$ cat src/rtl/router_pkg.sv
// Shared types and header/parity helpers for the 1-to-N packet router.
package router_pkg;

    // Helpers work on a wide vector so they serve every DATA_W up to MAX_W.
    localparam int MAX_W = 32;

    typedef enum logic [2:0] {
        ST_IDLE,
        ST_LOAD_HDR,
        ST_LOAD_DATA,
        ST_LOAD_PARITY,
        ST_CHECK,
        ST_DROP
    } state_t;

    function automatic int unsigned addr_width(input int unsigned n_ports);
        return (n_ports < 2) ? 1 : $clog2(n_ports);
    endfunction

    function automatic logic [MAX_W-1:0] hdr_addr(input logic [MAX_W-1:0] hdr, input int unsigned aw);
        return hdr & ((MAX_W'(1) << aw) - MAX_W'(1));
    endfunction

    function automatic logic [MAX_W-1:0] hdr_len(input logic [MAX_W-1:0] hdr, input int unsigned aw);
        return hdr >> aw;
    endfunction

    function automatic logic [MAX_W-1:0] parity_acc(input logic [MAX_W-1:0] acc, input logic [MAX_W-1:0] b);
        return acc ^ b;
    endfunction

endpackage

$ cat src/rtl/router_if.sv
// Source byte stream and per-destination read ports of the router.
interface router_if #(
    parameter int N_PORTS = 3,
    parameter int DATA_W  = 8
);
    logic                      pkt_valid;
    logic [DATA_W-1:0]         data_in;
    logic                      busy;
    logic                      error;
    logic [N_PORTS-1:0]        read_enb;
    logic [N_PORTS-1:0]        valid_out;
    logic [N_PORTS*DATA_W-1:0] data_out;

    modport master (
        output pkt_valid, data_in, read_enb,
        input  busy, error, valid_out, data_out
    );

    modport slave (
        input  pkt_valid, data_in, read_enb,
        output busy, error, valid_out, data_out
    );
endinterface

$ cat src/rtl/router_fifo.sv
// First-word-fall-through FIFO with synchronous flush; head reads as 0 when empty.
module router_fifo #(
    parameter int DEPTH = 16,
    parameter int WIDTH = 8
) (
    input  logic             clock,
    input  logic             resetn,
    input  logic             flush,
    input  logic             push,
    input  logic [WIDTH-1:0] din,
    input  logic             pop,
    output logic [WIDTH-1:0] dout,
    output logic             empty,
    output logic             full
);
    localparam int AW = $clog2(DEPTH);
    localparam int CW = AW + 1;

    logic [WIDTH-1:0] mem [DEPTH];
    logic [AW-1:0]    wr_ptr_reg;
    logic [AW-1:0]    rd_ptr_reg;
    logic [CW-1:0]    count_reg;
    logic             push_ok;
    logic             pop_ok;

    assign empty   = (count_reg == '0);
    assign full    = (count_reg == CW'(DEPTH));
    assign push_ok = push && !full;
    assign pop_ok  = pop && !empty;
    assign dout    = empty ? '0 : mem[rd_ptr_reg];

    always_ff @(posedge clock) begin
        if (push_ok) begin
            mem[wr_ptr_reg] <= din;
        end
    end

    always_ff @(posedge clock or negedge resetn) begin
        if (!resetn) begin
            wr_ptr_reg <= '0;
            rd_ptr_reg <= '0;
            count_reg  <= '0;
        end else if (flush) begin
            wr_ptr_reg <= '0;
            rd_ptr_reg <= '0;
            count_reg  <= '0;
        end else begin
            if (push_ok) wr_ptr_reg <= wr_ptr_reg + AW'(1);
            if (pop_ok)  rd_ptr_reg <= rd_ptr_reg + AW'(1);
            count_reg <= count_reg + CW'(push_ok) - CW'(pop_ok);
        end
    end
endmodule

$ cat src/rtl/router_1xn.sv
// 1-to-N packet router: header decode, per-port FIFOs, parity check, backpressure.
// Optional ROUTER_SOFT_RESET_EN: flush a destination FIFO its reader leaves idle for TIMEOUT cycles.
module router_1xn
    import router_pkg::*;
#(
    parameter int N_PORTS    = 3,
    parameter int DATA_W     = 8,
    parameter int FIFO_DEPTH = 16,
    parameter int TIMEOUT    = 30
) (
    input logic      clock,
    input logic      resetn,
    router_if.slave  bus
);
    localparam int ADDR_W = addr_width(N_PORTS);

    state_t                    state_reg;
    logic [DATA_W-1:0]         hdr_reg;
    logic [DATA_W-1:0]         cnt_reg;
    logic [DATA_W-1:0]         par_reg;
    logic [DATA_W-1:0]         rx_par_reg;
    logic                      error_reg;

    logic [ADDR_W-1:0]         addr;
    logic                      busy;
    logic                      accept;
    logic                      write_en;
    logic                      target_flushed;
    logic [DATA_W-1:0]         push_data;
    logic [N_PORTS-1:0]        empty;
    logic [N_PORTS-1:0]        full;
    logic [N_PORTS-1:0]        push;
    logic [N_PORTS-1:0]        flush;
    logic [N_PORTS-1:0]        valid;
    logic [N_PORTS*DATA_W-1:0] dout;

    assign addr = ADDR_W'(hdr_addr(MAX_W'(hdr_reg), ADDR_W));

    always_comb begin
        busy = 1'b0;
        case (state_reg)
            ST_LOAD_HDR, ST_CHECK:        busy = 1'b1;
            ST_LOAD_DATA, ST_LOAD_PARITY: busy = full[addr];
            default:                      busy = 1'b0;
        endcase
    end

    assign accept    = bus.pkt_valid && !busy;
    assign write_en  = ((state_reg == ST_LOAD_HDR) && !full[addr]) ||
                       (accept && ((state_reg == ST_LOAD_DATA) || (state_reg == ST_LOAD_PARITY)));
    assign push_data = (state_reg == ST_LOAD_HDR) ? hdr_reg : bus.data_in;
    // A flush of the port being written abandons the rest of the packet into DROP.
    assign target_flushed = flush[addr] &&
                            (state_reg inside {ST_LOAD_HDR, ST_LOAD_DATA, ST_LOAD_PARITY});

    for (genvar gi = 0; gi < N_PORTS; gi++) begin : g_port
        assign push[gi]  = write_en && (addr == ADDR_W'(gi));
        assign valid[gi] = !empty[gi];

        router_fifo #(
            .DEPTH(FIFO_DEPTH),
            .WIDTH(DATA_W)
        ) u_fifo (
            .clock (clock),
            .resetn(resetn),
            .flush (flush[gi]),
            .push  (push[gi]),
            .din   (push_data),
            .pop   (bus.read_enb[gi]),
            .dout  (dout[gi*DATA_W +: DATA_W]),
            .empty (empty[gi]),
            .full  (full[gi])
        );
    end

`ifdef ROUTER_SOFT_RESET_EN
    localparam int TW = $clog2(TIMEOUT + 1);

    for (genvar gi = 0; gi < N_PORTS; gi++) begin : g_timeout
        logic [TW-1:0] idle_cnt_reg;

        assign flush[gi] = (idle_cnt_reg == TW'(TIMEOUT));

        always_ff @(posedge clock or negedge resetn) begin
            if (!resetn) begin
                idle_cnt_reg <= '0;
            end else if (flush[gi] || !(valid[gi] && !bus.read_enb[gi])) begin
                idle_cnt_reg <= '0;
            end else begin
                idle_cnt_reg <= idle_cnt_reg + TW'(1);
            end
        end
    end
`else
    assign flush = '0;
`endif

    always_ff @(posedge clock or negedge resetn) begin
        if (!resetn) begin
            state_reg  <= ST_IDLE;
            hdr_reg    <= '0;
            cnt_reg    <= '0;
            par_reg    <= '0;
            rx_par_reg <= '0;
            error_reg  <= 1'b0;
        end else begin
            case (state_reg)
                ST_IDLE: begin
                    if (accept) begin
                        hdr_reg   <= bus.data_in;
                        cnt_reg   <= DATA_W'(hdr_len(MAX_W'(bus.data_in), ADDR_W));
                        par_reg   <= bus.data_in;
                        error_reg <= 1'b0;
                        state_reg <= (hdr_addr(MAX_W'(bus.data_in), ADDR_W) >= MAX_W'(N_PORTS))
                                     ? ST_DROP : ST_LOAD_HDR;
                    end
                end
                ST_LOAD_HDR: begin
                    if (!full[addr]) begin
                        state_reg <= (cnt_reg == '0) ? ST_LOAD_PARITY : ST_LOAD_DATA;
                    end
                    if (target_flushed) state_reg <= ST_DROP;
                end
                ST_LOAD_DATA: begin
                    if (accept) begin
                        par_reg <= DATA_W'(parity_acc(MAX_W'(par_reg), MAX_W'(bus.data_in)));
                        cnt_reg <= cnt_reg - DATA_W'(1);
                        if (cnt_reg == DATA_W'(1)) state_reg <= ST_LOAD_PARITY;
                    end
                    if (target_flushed) state_reg <= ST_DROP;
                end
                ST_LOAD_PARITY: begin
                    if (accept) begin
                        rx_par_reg <= bus.data_in;
                        state_reg  <= ST_CHECK;
                    end else if (target_flushed) begin
                        state_reg <= ST_DROP;
                    end
                end
                ST_DROP: begin
                    // Remaining payload is discarded but still folded into the parity.
                    if (accept) begin
                        if (cnt_reg == '0) begin
                            rx_par_reg <= bus.data_in;
                            state_reg  <= ST_CHECK;
                        end else begin
                            par_reg <= DATA_W'(parity_acc(MAX_W'(par_reg), MAX_W'(bus.data_in)));
                            cnt_reg <= cnt_reg - DATA_W'(1);
                        end
                    end
                end
                ST_CHECK: begin
                    error_reg <= (rx_par_reg != par_reg);
                    state_reg <= ST_IDLE;
                end
                default: state_reg <= ST_IDLE;
            endcase
        end
    end

    assign bus.busy      = busy;
    assign bus.error     = error_reg;
    assign bus.valid_out = valid;
    assign bus.data_out  = dout;
endmodule

$ cat src/flat_wrapper.sv
// flat-port wrapper written by rule: the top's interface ports become plain ports
module router_1xn_flat import router_pkg::*;
#(
    parameter int N_PORTS    = 3,
    parameter int DATA_W     = 8,
    parameter int FIFO_DEPTH = 16,
    parameter int TIMEOUT    = 30
)
  (clock, resetn, bus_pkt_valid, bus_data_in, bus_read_enb, bus_busy, bus_error, bus_valid_out, bus_data_out);
  router_if #(.N_PORTS(N_PORTS), .DATA_W(DATA_W)) bus_i ();
  input logic clock;
  input logic resetn;
  input wire logic [$bits(bus_i.pkt_valid)-1:0] bus_pkt_valid;
  input wire logic [$bits(bus_i.data_in)-1:0] bus_data_in;
  input wire logic [$bits(bus_i.read_enb)-1:0] bus_read_enb;
  output wire logic [$bits(bus_i.busy)-1:0] bus_busy;
  output wire logic [$bits(bus_i.error)-1:0] bus_error;
  output wire logic [$bits(bus_i.valid_out)-1:0] bus_valid_out;
  output wire logic [$bits(bus_i.data_out)-1:0] bus_data_out;
  assign bus_i.pkt_valid = bus_pkt_valid;
  assign bus_i.data_in = bus_data_in;
  assign bus_i.read_enb = bus_read_enb;
  assign bus_busy = bus_i.busy;
  assign bus_error = bus_i.error;
  assign bus_valid_out = bus_i.valid_out;
  assign bus_data_out = bus_i.data_out;
  router_1xn #(.N_PORTS(N_PORTS), .DATA_W(DATA_W), .FIFO_DEPTH(FIFO_DEPTH), .TIMEOUT(TIMEOUT)) u_core (.clock(clock), .resetn(resetn), .bus(bus_i));
endmodule
$ cat config.mk
export PLATFORM = sky130hd
export DESIGN_NAME = router_1xn_flat
export DESIGN_NICKNAME = d
export VERILOG_FILES = /design/src/rtl/router_pkg.sv /design/src/rtl/router_if.sv /design/src/rtl/router_fifo.sv /design/src/rtl/router_1xn.sv /design/src/flat_wrapper.sv
export SDC_FILE = /design/constraint.sdc
export NUM_CORES = 1
export LEC_CHECK = 0
export ABC_AREA = 0
export CAP_MARGIN = 10
export CELL_PAD_IN_SITES_DETAIL_PLACEMENT = 1
export CELL_PAD_IN_SITES_GLOBAL_PLACEMENT = 1
export CORE_ASPECT_RATIO = 1.4
export CORE_MARGIN = 8
export CORE_UTILIZATION = 60
export CTS_BUF_LIST = sky130_fd_sc_hd__clkbuf_8
export DETAILED_ROUTE_END_ITERATION = 8
export HOLD_SLACK_MARGIN = 0.1
export PLACE_DENSITY = 0.95
export SYNTH_ARGS = -nofsm -noshare
export SYNTH_HDL_FRONTEND = slang
export SYNTH_HIERARCHICAL = 1
export SYNTH_SLANG_ARGS = --single-unit
$ cat constraint.sdc
create_clock -name clock -period 9.25 [get_ports clock]
set_input_delay 2.775 -clock clock [delete_from_list [all_inputs] [get_ports clock]]
set_output_delay 2.775 -clock clock [all_outputs]
set_load 0.02 [all_outputs]
==> impl_metrics.yaml <==
status:
  run_status: "finished clean"
critical_path:
  r2r_start: "u_core/g_port[1].u_fifo/count_reg[2]$_DFF_PN0_"
  worstPathArrival_ns: 3.86
  path_max_fanout: 22
  crit_slowest_cell: "sky130_fd_sc_hd__dfrtp_1"
  setup.worst_path.class: "reg -> out"
  max_stage_delay_ns: 0.79
  path_cells: "buf_4 -> mux4_1 -> mux2_2 -> o21ai_0 -> a21oi_1 -> clkdlybuf4s50_1"
  setup.worst_path.start: "u_core/g_port[1].u_fifo/rd_ptr_reg[1]$_DFFE_PN0P_"
  cpLargestDelayFamily: "buffers and inverters"
  critical_path.endpoint_type: "output pin"
  critical_path.startpoint_type: "flop"
  timing.critical_path.buf_inv: 2
  crit_required_ns: 6.48
power_and_ir_drop:
  power.clock.fraction_pct: 25.0
  internal_power_uw: 4089
  total_power_uw: 6266
  power_per_cell_area_mw_per_mm2: 289.0
  power.share.switching_pct: 34.74
  sequentialPowerShare_pct: 43.6
  power_switching_uw: 2177
  power.static_leakage_uw: 0.007488
  vdd_drop_max_v: 0.0002211
  part_of_the_total_power_dissipated_in_combinational_logic_pct: 31.5
placed_design:
  dp_hpwl_mm: 30.14
  gp_congestion: 0.7837
  port_buf_inserts: 42
  preCtsSetupSlack_ns: 2.281
synthesis:
  async_flop_share_pct: 16.34
  yosys.area_share.adder_pct: 2.597
  synth-simple-area-share_pct: 5.513
  muxShareOfSynthArea_pct: 15.46
  synth-main-ff-cell: "sky130_fd_sc_hd__edfxtp_1"
  synth.yosys.warnings: 6
  synth-seq-cells: 459
  netlist_area_mm2: 0.01965
  area_fraction_in_compound_gates_after_synthesis_pct: 3.463
  synth_edf_count: 384
  synth_sequential_area_ratio_pct: 68.22
  synth_xor_area_share_pct: 1.783
  netlist_instances: 1145
  syn-mean-instance-area_um2: 17.16
  largest_family_of_logic_cells_by_synthesized_area: "multiplexers"
  ys_types: 61
route:
  drt_pre_antenna_iters: 5
  post-route-drc-count: 0
  detail_route.vias_per_cell: 6.480
  route.final.wire_length_mm: 52.32
  routed_wire_length_per_instance_um: 30.42
  drtIter0Drc: 1053
  post_drt_antenna_nets: 0
  vias: 11145
final_layout:
  synthToLayoutAreaGrowth_pct: 10.33
  n_antenna_cell: 0
  final_nets: 1279
  layout-drive-gt1-share_pct: 18.59
  fillCellCount: 2727
  largest_reg_flops: 384
global_routing:
  global_route_wire_length_before_repair_mm: 78.14
  gr-total-overflow: 0
  globalRouteTotalUtil_pct: 27.40
  via_count_of_the_first_global_routing_pass: 12090
  grt_start_max_net_pins: 76
  grt_antenna_before_repair: 0
clocking:
  cts_made_buffers: 68
  clk_pin_slew_ns: 0.07
  cts_root_buffer: "sky130_fd_sc_hd__clkbuf_8"
  clk_path_buf_depth: 3
  cts-resized-gates: 0
  post_cts_buffers: 0
  numClockSinks: 459
  cts.hold.buffers_added: 0
  cts-htree-levels: 3
  clock_tree_from_tritoncts: "yes"
  clkLatencyLatePin_ns: 0.63
sta:
  tns_ns: 0
  max_slew_headroom_pct: 12.29
  rsz0062_at_grt: "false"
  fin_ws_ns: 2.619
  timing.final.crit_period_ns: 6.631
  tightest_slew_ns: 1.306
  clock.fmax_ghz: 0.1508
  final_min_period_over_clock_period_pct: 71.69
  max_slew_violation_count: 0
  clock_skew_ns: 0.02973
  finalHoldViolCount: 0
  setup_violations: 0
floorplan:
  die_w_um: 169.0
  dieArea_mm2: 0.03889
  floorplan.initialDensity_pct: 60.84
  core_area_mm2: 0.03230
  io_pins: 43
  rows: 78
  dieHeight_um: 230.1
worst_hold_path:
  holdCritPathClass: "reg -> reg"
  hold_start: "u_core/hdr_reg[6]$_DFFE_PN0P_"
job:
  max_cap_viol_count: 0
## through the flow
stage	util [%]	instance area, um^2	instances	hold WS [ns]
2_1_floorplan	-	19700	1156	0.4401
3_3_place_gp	63.17	20400	1591	0.4528
3_5_place_dp	63.17	20400	1591	0.4712
4_1_cts	67.01	21650	1715	0.4885
5_1_grt	67.12	21680	1720	0.5176
6_report	67.12	21680	1720	0.4873
## final timing paths
kind	end	slack, ns	cells past startpoint
worst max register to register	u_core/g_port[1].u_fifo/count_reg[4]$_DFF_PN0_	4.79	16
worst min-delay path	u_core/hdr_reg[6]$_DFFE_PN0P_	0.49	2
worst max-delay path	bus_data_out[8]	2.62	6
max in group asynchronous	u_core/g_port[0].u_fifo/wr_ptr_reg[1]$_DFFE_PN0P_	6.22	1
min in group asynchronous	u_core/g_port[2].u_fifo/wr_ptr_reg[0]$_DFFE_PN0P_	2.32	1
worst min register to register	u_core/hdr_reg[6]$_DFFE_PN0P_	0.49	2
## area by class of cell
| class | count | area, um^2 | area share, % |
|---|---|---|---|
| Clock buffer | 74 | 1018 | 4.697 |
| Tap cell | 440 | 550.5 | 2.539 |
| Timing Repair Buffer | 63 | 570.5 | 2.631 |
| Sequential cell | 459 | 13410 | 61.84 |
| Inverter | 50 | 187.7 | 0.8656 |
| Clock inverter | 50 | 222.7 | 1.027 |
| Multi-Input combinational cell | 584 | 5725 | 26.41 |
## layer usage
metal / GRT usage, % / vias to the layer above / wire length [um]
met4: 12.95 / 0 / 2054
met1: 32.39 / 5888 / 18920
met5: 0 / - / 0
li1: - / 4576 / -
met2: 48.61 / 545 / 28220
met3: 3.927 / 136 / 3125
## Yosys cell counts, types with 3 or more instances
cell | n | area share, %
sky130_fd_sc_hd__buf_2 | 17 | 0.43
sky130_fd_sc_hd__fa_1 | 3 | 0.31
sky130_fd_sc_hd__o21ai_0 | 30 | 0.76
sky130_fd_sc_hd__nor4_1 | 7 | 0.22
sky130_fd_sc_hd__nand3_1 | 15 | 0.38
sky130_fd_sc_hd__nor3_1 | 18 | 0.46
sky130_fd_sc_hd__nand2_1 | 49 | 0.94
sky130_fd_sc_hd__nand2b_1 | 7 | 0.22
sky130_fd_sc_hd__mux2i_1 | 28 | 1.4
sky130_fd_sc_hd__or4b_1 | 3 | 0.15
sky130_fd_sc_hd__mux2_2 | 44 | 2.5
sky130_fd_sc_hd__and2_1 | 10 | 0.32
sky130_fd_sc_hd__nand4bb_1 | 3 | 0.17
sky130_fd_sc_hd__buf_12 | 3 | 0.31
sky130_fd_sc_hd__nand4_1 | 4 | 0.13
sky130_fd_sc_hd__ha_1 | 36 | 2.3
sky130_fd_sc_hd__clkbuf_1 | 21 | 0.40
sky130_fd_sc_hd__buf_6 | 7 | 0.40
sky130_fd_sc_hd__inv_1 | 50 | 0.95
sky130_fd_sc_hd__nor2b_1 | 10 | 0.32
sky130_fd_sc_hd__nor2_1 | 66 | 1.3
sky130_fd_sc_hd__a21o_1 | 5 | 0.19
sky130_fd_sc_hd__mux4_2 | 69 | 7.9
sky130_fd_sc_hd__and3_1 | 6 | 0.19
sky130_fd_sc_hd__o21ai_2 | 3 | 0.13
sky130_fd_sc_hd__buf_4 | 8 | 0.31
sky130_fd_sc_hd__nor3b_1 | 7 | 0.27
sky130_fd_sc_hd__buf_1 | 6 | 0.11
sky130_fd_sc_hd__xnor2_1 | 10 | 0.45
sky130_fd_sc_hd__a21oi_1 | 41 | 1.0
sky130_fd_sc_hd__a31oi_1 | 3 | 0.096
sky130_fd_sc_hd__edfxtp_1 | 384 | 59
sky130_fd_sc_hd__xor2_1 | 30 | 1.3
sky130_fd_sc_hd__dfrtp_1 | 75 | 9.5
sky130_fd_sc_hd__mux4_1 | 27 | 3.6
sky130_fd_sc_hd__o21ai_1 | 6 | 0.15
sky130_fd_sc_hd__o21bai_1 | 3 | 0.11
## power groups by stage
stage	clock [uW]	combinational, uW	sequential [uW]
floorplan	0	1330	2680
global placement	0	1730	2730
detailed placement	0	1900	2760
CTS	1590	1970	2730
global route	1660	2100	2740
finish	1560	1970	2730
## cell families (layout without fill, tap and decap cells)
logic type	count (synthesis)	after routing
buffers and inverters	113	237
adder cells (fa/ha/maj)	39	39
other	1	12
AND/OR/NAND/NOR	215	215
multiplexers	168	168
XOR/XNOR	40	40
flip-flops	459	459
AO/OA/AOI/OAI	110	110
## placed cells by master, fill, tap and decap left out, types with 4 or more instances in the layout
cell,count
sky130_fd_sc_hd__mux4_2,69
sky130_fd_sc_hd__nand4_1,4
sky130_fd_sc_hd__mux2_2,44
sky130_fd_sc_hd__dfrtp_1,75
sky130_fd_sc_hd__nand3_1,15
sky130_fd_sc_hd__clkdlybuf4s50_1,41
sky130_fd_sc_hd__a21oi_1,41
sky130_fd_sc_hd__mux2i_1,28
sky130_fd_sc_hd__nor3b_1,7
sky130_fd_sc_hd__ha_1,36
sky130_fd_sc_hd__nor3_1,17
sky130_fd_sc_hd__xnor2_1,10
sky130_fd_sc_hd__conb_1,12
sky130_fd_sc_hd__xor2_1,30
sky130_fd_sc_hd__nand2b_1,7
sky130_fd_sc_hd__o21ai_1,6
sky130_fd_sc_hd__and2_1,10
sky130_fd_sc_hd__clkinv_2,11
sky130_fd_sc_hd__nor2b_1,10
sky130_fd_sc_hd__mux4_1,27
sky130_fd_sc_hd__nand2_1,49
sky130_fd_sc_hd__buf_4,19
sky130_fd_sc_hd__edfxtp_1,384
sky130_fd_sc_hd__nor4_1,7
sky130_fd_sc_hd__clkbuf_8,74
sky130_fd_sc_hd__and3_1,6
sky130_fd_sc_hd__nor2_1,66
sky130_fd_sc_hd__o21ai_0,29
sky130_fd_sc_hd__a21o_1,5
sky130_fd_sc_hd__clkinv_1,11
sky130_fd_sc_hd__inv_1,73
## worst register-to-register path: stages, from the launching register on
cell and delay [ns]:
sky130_fd_sc_hd__dfrtp_1 0.38, sky130_fd_sc_hd__inv_1 0.10, sky130_fd_sc_hd__ha_1 0.26, sky130_fd_sc_hd__nand4bb_1 0.21, sky130_fd_sc_hd__inv_1 0.13, sky130_fd_sc_hd__nor4b_1 0.92
sky130_fd_sc_hd__and2_1 0.45, sky130_fd_sc_hd__inv_1 0.15, sky130_fd_sc_hd__ha_1 0.36, sky130_fd_sc_hd__inv_1 0.10, sky130_fd_sc_hd__ha_1 0.18, sky130_fd_sc_hd__inv_1 0.07
sky130_fd_sc_hd__fa_1 0.40, sky130_fd_sc_hd__nor2b_1 0.18, sky130_fd_sc_hd__o21bai_1 0.13, sky130_fd_sc_hd__nand3_1 0.11, sky130_fd_sc_hd__nor3b_1 0.23
Note: power is estimated with default switching activity, not from simulation.
